### src/rtl/sys_cmd_pkg.sv
// Shared definitions for the UART command-frame master: opcodes, command and FSM encodings,
// and per-command frame/response lengths.
package sys_cmd_pkg;

  localparam logic [7:0] RF_WR_CMD   = 8'hAA;
  localparam logic [7:0] RF_RD_CMD   = 8'hBB;
  localparam logic [7:0] ALU_OP_CMD  = 8'hCC;
  localparam logic [7:0] ALU_NOP_CMD = 8'hDD;

  typedef enum logic [1:0] {
    CMD_RF_WR   = 2'd0,
    CMD_RF_RD   = 2'd1,
    CMD_ALU_OP  = 2'd2,
    CMD_ALU_NOP = 2'd3
  } cmd_type_e;

  typedef enum logic [2:0] {
    IDLE      = 3'd0,
    LOAD      = 3'd1,
    SEND      = 3'd2,
    WAIT_BUSY = 3'd3,
    RSP_WAIT  = 3'd4,
    DONE      = 3'd5
  } state_e;

  function automatic logic [2:0] frame_len(input cmd_type_e t);
    case (t)
      CMD_RF_WR:  return 3'd3;
      CMD_RF_RD:  return 3'd2;
      CMD_ALU_OP: return 3'd4;
      default:    return 3'd2;
    endcase
  endfunction

  function automatic logic [1:0] rsp_len(input cmd_type_e t);
    case (t)
      CMD_RF_WR: return 2'd0;
      CMD_RF_RD: return 2'd1;
      default:   return 2'd2;
    endcase
  endfunction

endpackage

### src/rtl/sys_cmd_frame_mux.sv
// Combinational frame byte selector: picks byte idx of the frame for the registered command.
module sys_cmd_frame_mux
  import sys_cmd_pkg::*;
#(
  parameter int DATA_WIDTH = 8,
  parameter int RF_ADDR    = 4
) (
  input  cmd_type_e             cmd_type,
  input  logic [1:0]            idx,
  input  logic [RF_ADDR-1:0]    addr,
  input  logic [DATA_WIDTH-1:0] wdata,
  input  logic [DATA_WIDTH-1:0] op_a,
  input  logic [DATA_WIDTH-1:0] op_b,
  input  logic [3:0]            fun,
  output logic [DATA_WIDTH-1:0] frame_byte
);

  always_comb begin
    frame_byte = '0;
    case (cmd_type)
      CMD_RF_WR: begin
        case (idx)
          2'd0:    frame_byte = DATA_WIDTH'(RF_WR_CMD);
          2'd1:    frame_byte = DATA_WIDTH'(addr);
          2'd2:    frame_byte = wdata;
          default: frame_byte = '0;
        endcase
      end
      CMD_RF_RD: begin
        case (idx)
          2'd0:    frame_byte = DATA_WIDTH'(RF_RD_CMD);
          2'd1:    frame_byte = DATA_WIDTH'(addr);
          default: frame_byte = '0;
        endcase
      end
      CMD_ALU_OP: begin
        case (idx)
          2'd0:    frame_byte = DATA_WIDTH'(ALU_OP_CMD);
          2'd1:    frame_byte = op_a;
          2'd2:    frame_byte = op_b;
          default: frame_byte = DATA_WIDTH'(fun);
        endcase
      end
      default: begin
        case (idx)
          2'd0:    frame_byte = DATA_WIDTH'(ALU_NOP_CMD);
          2'd1:    frame_byte = DATA_WIDTH'(fun);
          default: frame_byte = '0;
        endcase
      end
    endcase
  end

endmodule

### src/rtl/sys_cmd_master.sv
// Host-side command master: serialises one command into UART frame bytes, then gathers the
// response bytes (with optional timeout) and reports completion with a one-cycle pulse.
module sys_cmd_master
  import sys_cmd_pkg::*;
#(
  parameter int DATA_WIDTH = 8,
  parameter int RF_ADDR    = 4,
  parameter int TIMEOUT_W  = 16
) (
  input  logic                    CLK,
  input  logic                    RST,
  input  logic                    cmd_valid,
  output logic                    cmd_ready,
  input  logic [1:0]              cmd_type,
  input  logic [RF_ADDR-1:0]      cmd_addr,
  input  logic [DATA_WIDTH-1:0]   cmd_wdata,
  input  logic [DATA_WIDTH-1:0]   cmd_op_a,
  input  logic [DATA_WIDTH-1:0]   cmd_op_b,
  input  logic [3:0]              cmd_fun,
  input  logic [TIMEOUT_W-1:0]    timeout_lim,
  output logic [DATA_WIDTH-1:0]   TX_P_DATA,
  output logic                    TX_D_VLD,
  input  logic                    TX_Busy,
  input  logic [DATA_WIDTH-1:0]   RX_P_DATA,
  input  logic                    RX_D_VLD,
  output logic                    rsp_valid,
  output logic [2*DATA_WIDTH-1:0] rsp_data,
  output logic                    rsp_timeout
);

  state_e                  state;
  cmd_type_e               type_q;
  logic [RF_ADDR-1:0]      addr_q;
  logic [DATA_WIDTH-1:0]   wdata_q;
  logic [DATA_WIDTH-1:0]   op_a_q;
  logic [DATA_WIDTH-1:0]   op_b_q;
  logic [3:0]              fun_q;
  logic [1:0]              idx;
  logic [1:0]              rcnt;
  logic [TIMEOUT_W-1:0]    tcnt;
  logic                    seen_busy;
  logic [2*DATA_WIDTH-1:0] rx_buf;

  logic [DATA_WIDTH-1:0]   frame_byte;
  logic [2*DATA_WIDTH-1:0] rx_next;
  logic [1:0]              rcnt_next;
  logic [TIMEOUT_W-1:0]    tcnt_next;
  logic                    last_byte;
  logic                    rx_complete;
  logic                    timed_out;

  sys_cmd_frame_mux #(
    .DATA_WIDTH(DATA_WIDTH),
    .RF_ADDR   (RF_ADDR)
  ) u_frame_mux (
    .cmd_type  (type_q),
    .idx       (idx),
    .addr      (addr_q),
    .wdata     (wdata_q),
    .op_a      (op_a_q),
    .op_b      (op_b_q),
    .fun       (fun_q),
    .frame_byte(frame_byte)
  );

  // Response byte arriving this cycle, merged so completion and timeout see it immediately.
  always_comb begin
    rx_next   = rx_buf;
    rcnt_next = rcnt;
    if (RX_D_VLD) begin
      if (rcnt == 2'd0) rx_next[DATA_WIDTH-1:0] = RX_P_DATA;
      else              rx_next[2*DATA_WIDTH-1:DATA_WIDTH] = RX_P_DATA;
      rcnt_next = rcnt + 2'd1;
    end
  end

  assign tcnt_next   = tcnt + TIMEOUT_W'(1);
  assign rx_complete = (rcnt_next == rsp_len(type_q));
  assign timed_out   = (timeout_lim != '0) && (tcnt_next == timeout_lim);
  assign last_byte   = ({1'b0, idx} == (frame_len(type_q) - 3'd1));

  always_ff @(posedge CLK or negedge RST) begin
    if (!RST) begin
      state       <= IDLE;
      type_q      <= CMD_RF_WR;
      addr_q      <= '0;
      wdata_q     <= '0;
      op_a_q      <= '0;
      op_b_q      <= '0;
      fun_q       <= '0;
      idx         <= '0;
      rcnt        <= '0;
      tcnt        <= '0;
      seen_busy   <= 1'b0;
      rx_buf      <= '0;
      cmd_ready   <= 1'b1;
      TX_P_DATA   <= '0;
      TX_D_VLD    <= 1'b0;
      rsp_valid   <= 1'b0;
      rsp_data    <= '0;
      rsp_timeout <= 1'b0;
    end else begin
      TX_D_VLD  <= 1'b0;
      rsp_valid <= 1'b0;
      case (state)
        IDLE: begin
          if (cmd_valid && cmd_ready) begin
            type_q    <= cmd_type_e'(cmd_type);
            addr_q    <= cmd_addr;
            wdata_q   <= cmd_wdata;
            op_a_q    <= cmd_op_a;
            op_b_q    <= cmd_op_b;
            fun_q     <= cmd_fun;
            idx       <= '0;
            rx_buf    <= '0;
            cmd_ready <= 1'b0;
            state     <= LOAD;
          end
        end
        LOAD: begin
          TX_P_DATA <= frame_byte;
          state     <= SEND;
        end
        SEND: begin
          if (!TX_Busy) begin
            TX_D_VLD  <= 1'b1;
            seen_busy <= 1'b0;
            state     <= WAIT_BUSY;
          end
        end
        // A byte counts as sent only after Busy has both risen and fallen again.
        WAIT_BUSY: begin
          if (!seen_busy) begin
            if (TX_Busy) seen_busy <= 1'b1;
          end else if (!TX_Busy) begin
            if (!last_byte) begin
              idx   <= idx + 2'd1;
              state <= LOAD;
            end else if (rsp_len(type_q) == 2'd0) begin
              rsp_valid   <= 1'b1;
              rsp_data    <= rx_buf;
              rsp_timeout <= 1'b0;
              state       <= DONE;
            end else begin
              tcnt  <= '0;
              rcnt  <= '0;
              state <= RSP_WAIT;
            end
          end
        end
        RSP_WAIT: begin
          rx_buf <= rx_next;
          rcnt   <= rcnt_next;
          tcnt   <= tcnt_next;
          if (rx_complete) begin
            rsp_valid   <= 1'b1;
            rsp_data    <= rx_next;
            rsp_timeout <= 1'b0;
            state       <= DONE;
          end else if (timed_out) begin
            rsp_valid   <= 1'b1;
            rsp_data    <= rx_next;
            rsp_timeout <= 1'b1;
            state       <= DONE;
          end
        end
        DONE: begin
          cmd_ready <= 1'b1;
          state     <= IDLE;
        end
        default: state <= IDLE;
      endcase
    end
  end

endmodule

### config.mk
export PLATFORM = sky130hd
export DESIGN_NAME = sys_cmd_master
export DESIGN_NICKNAME = d
export VERILOG_FILES = /design/src/rtl/sys_cmd_pkg.sv /design/src/rtl/sys_cmd_frame_mux.sv /design/src/rtl/sys_cmd_master.sv
export SDC_FILE = /design/constraint.sdc
export NUM_CORES = 1
export LEC_CHECK = 0
export CAP_MARGIN = 10
export CORE_MARGIN = 1
export CORE_UTILIZATION = 53
export DETAILED_ROUTE_END_ITERATION = 7
export MAX_ROUTING_LAYER = met4
export PLACE_DENSITY = 0.78
export SLEW_MARGIN = 25
export SYNTH_ARGS = -nofsm -noshare
export SYNTH_HDL_FRONTEND = slang
export SYNTH_HIERARCHICAL = 1
export SYNTH_SLANG_ARGS = --single-unit
### constraint.sdc
create_clock -name CLK -period 5.4 [get_ports CLK]
set_clock_uncertainty 0.05 [all_clocks]
set_input_delay 1.08 -clock CLK [delete_from_list [all_inputs] [get_ports CLK]]
set_output_delay 1.08 -clock CLK [all_outputs]
set_load 0.05 [all_outputs]
## Word-level counts from Yosys, hierarchy flattened

Cells that the tools add are included.

- Multiplexer cells: 70
- Add/subtract/negate cells: 4
- Reduce and logical (&&, ||, !) cells: 21
- Eq/ne operators: 21

Operators by type and width:

| operator | count |
|---|---|
| 2-to-1 mux 16 bit | 12 |
| case mux 16 bit (2 select lines) | 3 |
| case mux 8 bit (3 select lines) | 3 |
| case mux 8 bit (2 select lines) | 2 |
| 2-to-1 mux 2 bit | 13 |
| 2-to-1 mux 3 bit | 7 |
| 2-to-1 mux 1 bit | 19 |
| adder 16 x 1 -> 16 bit (second input constant) | 1 |
| == test 16 bit | 1 |
| 2-to-1 mux 8 bit | 2 |
| inequality test 2 bit (second input constant) | 8 |
| nonzero test 16 bit | 1 |
| case mux 3 bit (5 select lines) | 1 |
| AND reduction 5 bit | 3 |
| case mux 2 bit (2 select lines) | 3 |
| nonzero test 2 bit | 5 |
| zero test 2 bit | 4 |
| case mux 1 bit (2 select lines) | 4 |
| AND reduction 2 bit | 4 |
| == test 3 x 2 -> 1 bit (second input constant) | 2 |
| == test 3 bit (second input constant) | 2 |
| case mux 3 bit (2 select lines) | 1 |
| AND reduction 6 bit | 1 |
| adder 2 x 1 -> 2 bit (second input constant) | 2 |
| other kinds (9) | 12 |

- Flip-flop bits (word level): 102
- Word-level logic and storage cells: 134
- Output and inout bits: 28
- Input port bits: 63

## Depth between registers and ports, before layout

Gate-level depths: netlist (run 1).

- Depth after elaboration: 14
- Depth in mapped cells: 10
- Depth with buffers taken out: 8

## Cells and area by module

The synthesis (run 1) kept the hierarchy.

By module, submodules not included:

| module | sequential area each (µm²) | times used | cells each | area each (µm²) |
|---|---|---|---|---|
| sys_cmd_master | 2553.7 | 1 | 531 | 5631.7 |
| sys_cmd_frame_mux | 0.0 | 1 | 68 | 417.9 |

## Least setup slack after synthesis (run 1)

OpenSTA, ideal clock, no wires.

- Kind: input port to flip-flop
- Start point: input port RX_D_VLD
- End point: register rsp_data[14]
- Stages: 8
- Setup slack: 2.398 ns
- Library setup time: 0.131 ns
- Buffers on the path: 2
- Arrival time: 2.822 ns
- Data required time: 5.219 ns
- Path through: clkbuf_1 -> inv_1 -> nor3_2 -> buf_4 -> mux2_1 -> and3_1 -> a211oi_1 -> mux2i_1

- Longest elaborated chain between the ends: 4
- Elaborated cells between the ends (all ways): 8
- Classes of those cells: eq/ne: 2; mux: 5; reduce/logical: 1

Ends and longest elaborated chain:

| element | RTL line | text |
|---|---|---|
| start, declared | sys_cmd_master.sv:25 | `input logic RX_D_VLD,` |
| 2-to-1 mux 2 bit / 2-to-1 mux 16 bit (equally long branches) | sys_cmd_master.sv:70 | `if (RX_D_VLD) begin` |
| == test 2 bit / 2-to-1 mux 16 bit (equally long branches) | sys_cmd_master.sv:78, sys_cmd_master.sv:160 |  |
| inequality test 3 bit (no line) / 2-to-1 mux 16 bit (equally long branches) | n/a |  |
| AND reduction 6 bit (no line) / case mux 16 bit (2 select lines) (equally long branches) | n/a |  |
| end signal, assigned | sys_cmd_master.sv:141 | `rsp_data <= rx_buf;` |
| end signal, assigned | sys_cmd_master.sv:157 | `rsp_data <= rx_next;` |
| end signal, assigned | sys_cmd_master.sv:162 | `rsp_data <= rx_next;` |
| end, declared | sys_cmd_master.sv:27 | `output logic [2*DATA_WIDTH-1:0] rsp_data,` |

Several ways; a longest one is shown, not always the timed one. The select of a mux whose other input is x is not followed.
A chain may end at the register's enable or synchronous reset.

## Final worst setup path (run 1)

- Start point: input port RX_D_VLD
- End point: register rsp_data[3]

The elaborated chain is that of the path after synthesis.

==> results of run 1 <==
==> synthesized netlist by cell type (3+ instances only) <==
| cell type | n |
|---|---|
| a21oi_1 | 34 |
| o22ai_1 | 4 |
| o21ai_0 | 26 |
| buf_2 | 11 |
| mux2i_1 | 50 |
| o21ai_1 | 5 |
| a211oi_1 | 18 |
| nand2b_1 | 6 |
| or3_1 | 3 |
| nor3_1 | 10 |
| a22oi_1 | 4 |
| mux2_2 | 58 |
| clkbuf_1 | 20 |
| xnor2_1 | 19 |
| nor3b_1 | 3 |
| nand2_1 | 38 |
| nand3b_1 | 4 |
| a22o_1 | 6 |
| inv_1 | 14 |
| buf_4 | 3 |
| o31ai_1 | 4 |
| nor2b_1 | 4 |
| buf_6 | 4 |
| nor2_1 | 43 |
| nand3_1 | 15 |
| xor2_1 | 8 |
| nor4_1 | 6 |
| a31oi_1 | 3 |
| nand4_1 | 6 |
| and3_1 | 18 |
| dfrtp_1 | 101 |
==> worst reg2reg max path, cell delays in order (launching register included) <==
cell and delay, ps:
dfrtp_1 550, nor3b_4 240, buf_4 420, nand3_1 760, mux2_2 550, and3_1 190
a211oi_1 260, mux2i_1 120
==> cells in the final DEF, fill, tap and decap left out, types with 5 or more instances in the layout <==
master           count
dfrtp_1            101
clkdlybuf4s50_1     89
mux2_2              58
mux2i_1             50
nor2_1              42
nand2_1             38
a21oi_1             34
o21ai_0             26
xnor2_1             19
and3_1              18
a211oi_1            18
nand3_1             15
inv_1               14
nor3_1              10
buf_4               10
clkbuf_16            9
xor2_1               8
nand2b_1             6
nand4_1              6
nor4_1               6
a22o_1               6
o21ai_1              5
==> metal layers <==
layer	global-route usage [%]	vias to the layer above	wire length (um)
met1	34.16	2487	6700
li1	-	2332	-
met2	43.63	117	7345
met3	5.260	17	556
met5	-	-	0
met4	9.266	0	275
==> where the power goes <==
part	internal, mW	total, mW	switching [mW]
logic	0.0539	0.101	0.0471
registers	0.767	0.769	0.00179
clock network	0.376	0.679	0.304
total	1.20	1.55	0.353
==> through the flow <==
stage               cells  area (um2)  power, mW  utilization, %
global placement      798        6999     0.8816           63.73
floorplan             599        6050     0.8080               -
CTS                   814        7306      1.554           66.52
finish                814        7310      1.549           66.55
detailed placement    798        6999     0.8842           63.73
global route          814        7310      1.590           66.55
==> sequential cells by signal (all words and copies together), names as in the netlist, 2 cells and up <==
signal and flops:
rsp_data 16, op_a_q 8, type_q 2, TX_P_DATA 8, idx 2, rx_buf 16, rcnt 2, op_b_q 8
addr_q 4, state 3, fun_q 4, wdata_q 8, tcnt 16
==> cell type report <==
type	instances	area [um2]	share of cell area (%)
clock inverters	6	67.56	0.9243
flip-flops and latches	102	2554	34.94
well taps	140	175.2	2.396
clock buffers	10	239.0	3.269
repair buffers	100	977.2	13.37
multi-input cells	440	3237	44.28
inverters	16	60.06	0.8216
==> worst paths after layout <==
kind | cells after the start | endpoint
min in group asynchronous | 1 | op_b_q[4]
max in group asynchronous | 2 | state[0]
hold reg to reg | 1 | TX_P_DATA[1]
setup / recovery | 6 | rsp_data[3]
hold / removal | 1 | TX_P_DATA[1]
setup reg to reg | 7 | rsp_data[3]
==> cells by family after synthesis <==
logic type      after synthesis  synth area share (%)
simple gates                173                 15.12
mux                         110                 19.44
buf+inv                      57                 4.509
compound gates              128                 14.40
flops                       102                 42.21
xor+xnor                     27                 3.909
fa+ha+maj                     2                0.4136
==> run_results.csv, run 1 <==
group,metric,value,unit
timing,slew_headroom,35.02,%
clocking,cts_setup_buffers,0,
critical_path,critPathMaxFanout,16,
critical_path,cp_cell_sequence,"clkdlybuf4s50_1 -> nand3_1 -> mux2_2 -> and3_1 -> a211oi_1 -> mux2i_1",
route,wire_per_inst,18.28,um
place,pre_cts_ws,1725,ps
timing,rsz0062_at_grt,"false",
timing,min_period,3338,ps
clocking,cts_tree,"built",
outcome,status,"finished, final reports clean",
place,dp_hpwl,10.04,mm
clocking,numCtsBuffers,9,
min_path,holdCritPathClass,"flip-flop to flip-flop",
synth,postSynthAreaPerCell,10.10,um2
finish,drive_gt1_share,15.43,%
clocking,clk_pin_slew,70,ps
critical_path,rrSetupSlack,2130,ps
power_and_ir_drop,vdd.ir_drop.worst,0.2219,mV
timing,fin_hold_ws,458.1,ps
timing,final_max_slew_viol_count,0,
synth,ys.flop_type,"dfrtp_1",
clocking,cts_resized,0,
clocking,holdBufCountCts,0,
critical_path,critPathRequiredTime,5580,ps
synth,synth_top_area_share,41.78,%
timing,fin_ws,2062,ps
critical_path,worst_setup_path_end_kind,"flip-flop",
synth,netlist_area,6050,um2
finish,nets,734,
timing,worst_pin_slew,972.4,ps
synth,synth_cells,599,
finish,insertedDiodeCount,0,
route,ant_nets,0,
critical_path,crit_type,"input port to flip-flop",
timing,fmax,299.6,MHz
route,first_iter_violations,335,
floorplanning,start_util,55.08,%
floorplanning,dieWidth,108.8,um
synth,synth_top_area_cell,"dfrtp_1",
timing,finalHoldViolCount,0,
route,drt_wl_total,14.88,mm
global_routing,antenna_found_initial,0,
place,place_congestion,0.8151,
critical_path,startpoint_type,"input port",
floorplanning,rows,38,
global_routing,grt_start_max_net_pins,76,
synth,synth-seq-area-share,42.21,%
flow_run,maxCapViolations,0,
critical_path,cp.arrival,3510,ps
floorplanning,die-area,11850,um2
floorplanning,die_h,108.8,um
synth,ys_ff_latch,102,
synth,yosys_warnings,6,
clocking,cts.sinks,102,
clocking,clock_latency,360,ps
global_routing,grt_pass1_wl,24.11,mm
synth,synth_edf_count,0,
global_routing,grt_pass1_vias,5031,
critical_path,startpoint,"RX_D_VLD",
route,first_pass_iters,4,
synth,ys_types,71,
synth,synthesis.nets,664,
global_routing,track_usage,27.08,%
finish,area_growth,20.83,%
place,port_buffers,90,
power_and_ir_drop,p_per_area,211.9,nW/um2
clocking,h-tree-depth,3,
critical_path,cp_slowest_cell,"nand3_1",
clocking,cts_buffer_depth,2,
route,via_per_inst,6.085,
timing,tns,0,ps
global_routing,grt_overflow,0,
floorplanning,pin_count,91,
critical_path,critPathTopFamily,"simple AND/OR/NAND/NOR gates",
route,route.detailed.drc,0,
synth,async_flop_share,100.0,%
synth,synthTopCellsByArea,"dfrtp_1 (42%), mux2_2 (11%), mux2i_1 (8.3%), a21oi_1 (2.8%), xnor2_1 (2.8%)",
timing,fin_crit_sh,61.81,%
timing,setup_viol,0,
finish,n_fill_cell,858,
min_path,min-delay-start,"TX_P_DATA[1]",
floorplanning,core-area,10980,um2
clocking,root_buffer,"clkbuf_16",
route,num_vias,4953,
critical_path,cp.buffers_inverters,1,
critical_path,slowest_delay,700,ps
power_and_ir_drop,leakage,3.478,nW
critical_path,r2r-start,"state[2]",
No activity file was read; power rests on OpenSTA's default activity.
==> run 2, diff against run 1 <==
clock period = 3.3 ns   (was 5.4 ns; I/O delays follow)
==> run_results.csv, run 2 (synthesis gave the netlist of run 1 again) <==
group,metric,value,unit
critical_path,cp_slowest_cell,"or4_4",
global_routing,grt_pass1_vias,5202,
finish,nets,739,
finish,drive_gt1_share,15.91,%
route,via_per_inst,6.190,
power_and_ir_drop,switching_share,22.48,%
clocking,holdBufCountCts,0,
power_and_ir_drop,p_sw,568.7,uW
clocking,root_buffer,"clkbuf_16",
power_and_ir_drop,leakage,3.503,nW
flow_run,maxCapViolations,0,
timing,min_period,2880,ps
critical_path,cp.arrival,3080,ps
route,num_vias,5070,
global_routing,antenna_found_initial,0,
critical_path,slowest_delay,530,ps
critical_path,startpoint_type,"flip-flop",
finish,n_fill_cell,850,
route,drt_wl_total,15.36,mm
global_routing,grt_pass1_wl,25.21,mm
critical_path,worst_setup_path_end_kind,"flip-flop",
timing,fin_hold_ws,317.0,ps
power_and_ir_drop,p_int,1.962,mW
min_path,holdCritPathClass,"input port to async pin",
place,port_buffers,90,
clocking,cts_buffer_depth,2,
clocking,cts_tree,"built",
route,first_iter_violations,354,
timing,slew_headroom,49.63,%
power_and_ir_drop,p_per_area,343.9,nW/um2
place,place_congestion,0.8366,
route,first_pass_iters,5,
route,route.detailed.drc,0,
finish,mostFrequentLayoutCells,"dfrtp_1 (101), clkdlybuf4s50_1 (89), mux2_2 (58)",
timing,fin_crit_sh,87.27,%
timing,tns,0,ps
floorplanning,core-area,10980,um2
timing,finalHoldViolCount,0,
critical_path,cp.buffers_inverters,1,
timing,final_max_slew_viol_count,0,
floorplanning,dieWidth,108.8,um
clocking,clock_latency,350,ps
timing,setup_viol,0,
timing,rsz0062_at_grt,"false",
power_and_ir_drop,vdd.ir_drop.worst,0.3054,mV
finish,final_cells,819,
critical_path,critPathTopFamily,"simple AND/OR/NAND/NOR gates",
clocking,cts_resized,0,
place,place_inst,803,
place,dp_hpwl,10.42,mm
critical_path,crit_type,"flip-flop to flip-flop",
timing,worst_pin_slew,755.6,ps
clocking,numCtsBuffers,9,
critical_path,cp_cell_sequence,"ha_1 -> nand3_2 -> xnor2_1 -> or4_4 -> a2111oi_4 -> nand4_1 -> buf_4 -> o41ai_2",
floorplanning,start_util,55.08,%
finish,insertedDiodeCount,0,
finish,final_common_cell,"dfrtp_1",
global_routing,grt_overflow,0,
power_and_ir_drop,power_frac_comb,6.6,%
power_and_ir_drop,clockPowerShare,43.7,%
global_routing,grt_start_max_net_pins,57,
clocking,h-tree-depth,3,
finish,largestRegisters,"rsp_data (16), rx_buf (16), tcnt (16)",
floorplanning,pin_count,91,
finish,final_util,67.00,%
critical_path,critPathRequiredTime,3500,ps
floorplanning,die-area,11850,um2
floorplanning,die_h,108.8,um
clocking,clk_pin_slew,70,ps
floorplanning,rows,38,
clocking,cts.sinks,102,
outcome,status,"finished, final reports clean",
clocking,cts_setup_buffers,0,
critical_path,critPathMaxFanout,19,
route,wire_per_inst,18.75,um
finish,area_growth,21.63,%
global_routing,track_usage,28.29,%
finish,final_area,7358,um2
place,dpl_cell_area,7049,um2
power_and_ir_drop,sequentialPowerShare,49.7,%
route,ant_nets,0,
timing,fmax,347.2,MHz
run 2: changes by cell type in the layout (fill, tap and decap cells not counted):
cell / previous run / this run
buf_12: 0 / 1
clkbuf_1: 0 / 1
clkinv_2: 2 / 0
buf_4: 10 / 15
clkinv_4: 0 / 2
inv_6: 1 / 0
buf_6: 1 / 0
run 2: final timing paths:
path | from | end | slack, ps | cells after the start
worst max-delay path | tcnt[0] | rsp_timeout | 420 | 8
worst min-delay path | RST | TX_D_VLD | 320 | 1
worst max register to register | tcnt[0] | rsp_timeout | 420 | 8
worst min register to register | wdata_q[7] | wdata_q[7] | 460 | 1
max in group asynchronous | RST | op_b_q[7] | 2180 | 2
min in group CLK | wdata_q[7] | wdata_q[7] | 460 | 1
run 2: power groups by stage:
stage | Combinational, mW | Sequential [mW] | Clock, mW
CTS | 0.168 | 1.26 | 1.12
global placement | 0.161 | 1.28 | 0
global route | 0.179 | 1.26 | 1.17
finish | 0.166 | 1.26 | 1.11
floorplan | 0.0408 | 1.28 | 0
detailed placement | 0.166 | 1.28 | 0
run 2: cell type report:
class                      count  area [um2]  share of cell area [%]
sequential                   102        2554                   34.70
inverter                      16       60.06                  0.8162
multi-input combinational    440        3237                   43.99
timing repair buffer         105        1023                   13.91
tap                          140       175.2                   2.381
clock buffer                  11       242.7                   3.299
clock inverter                 5       66.31                  0.9012
run 2: per-stage QoR:
step | setup WS, ps | power (mW)
2_1_floorplan | 707.7 | 1.322
3_3_place_gp | 239.2 | 1.443
3_5_place_dp | 205.6 | 1.447
4_1_cts | 445.4 | 2.548
5_1_grt | 244.2 | 2.609
6_report | 419.9 | 2.530
run 2: worst register-to-register path: cells and delay by family, from the launching register on:
kind | cells | cell delay (ps)
adders and majority gates | 1 | 330
buffers and inverters | 1 | 270
xor gates and xnor gates | 1 | 190
and+or+nand+nor | 3 | 890
AOI/OAI and AO/OA | 2 | 570
DFF | 1 | 490
run 2: per-layer routing:
layer  routed length, um  global-route usage [%]
met5                   0                       -
met4                 249                   8.398
met1                6532                   34.03
met2                7824                   48.55
met3                 754                   4.961
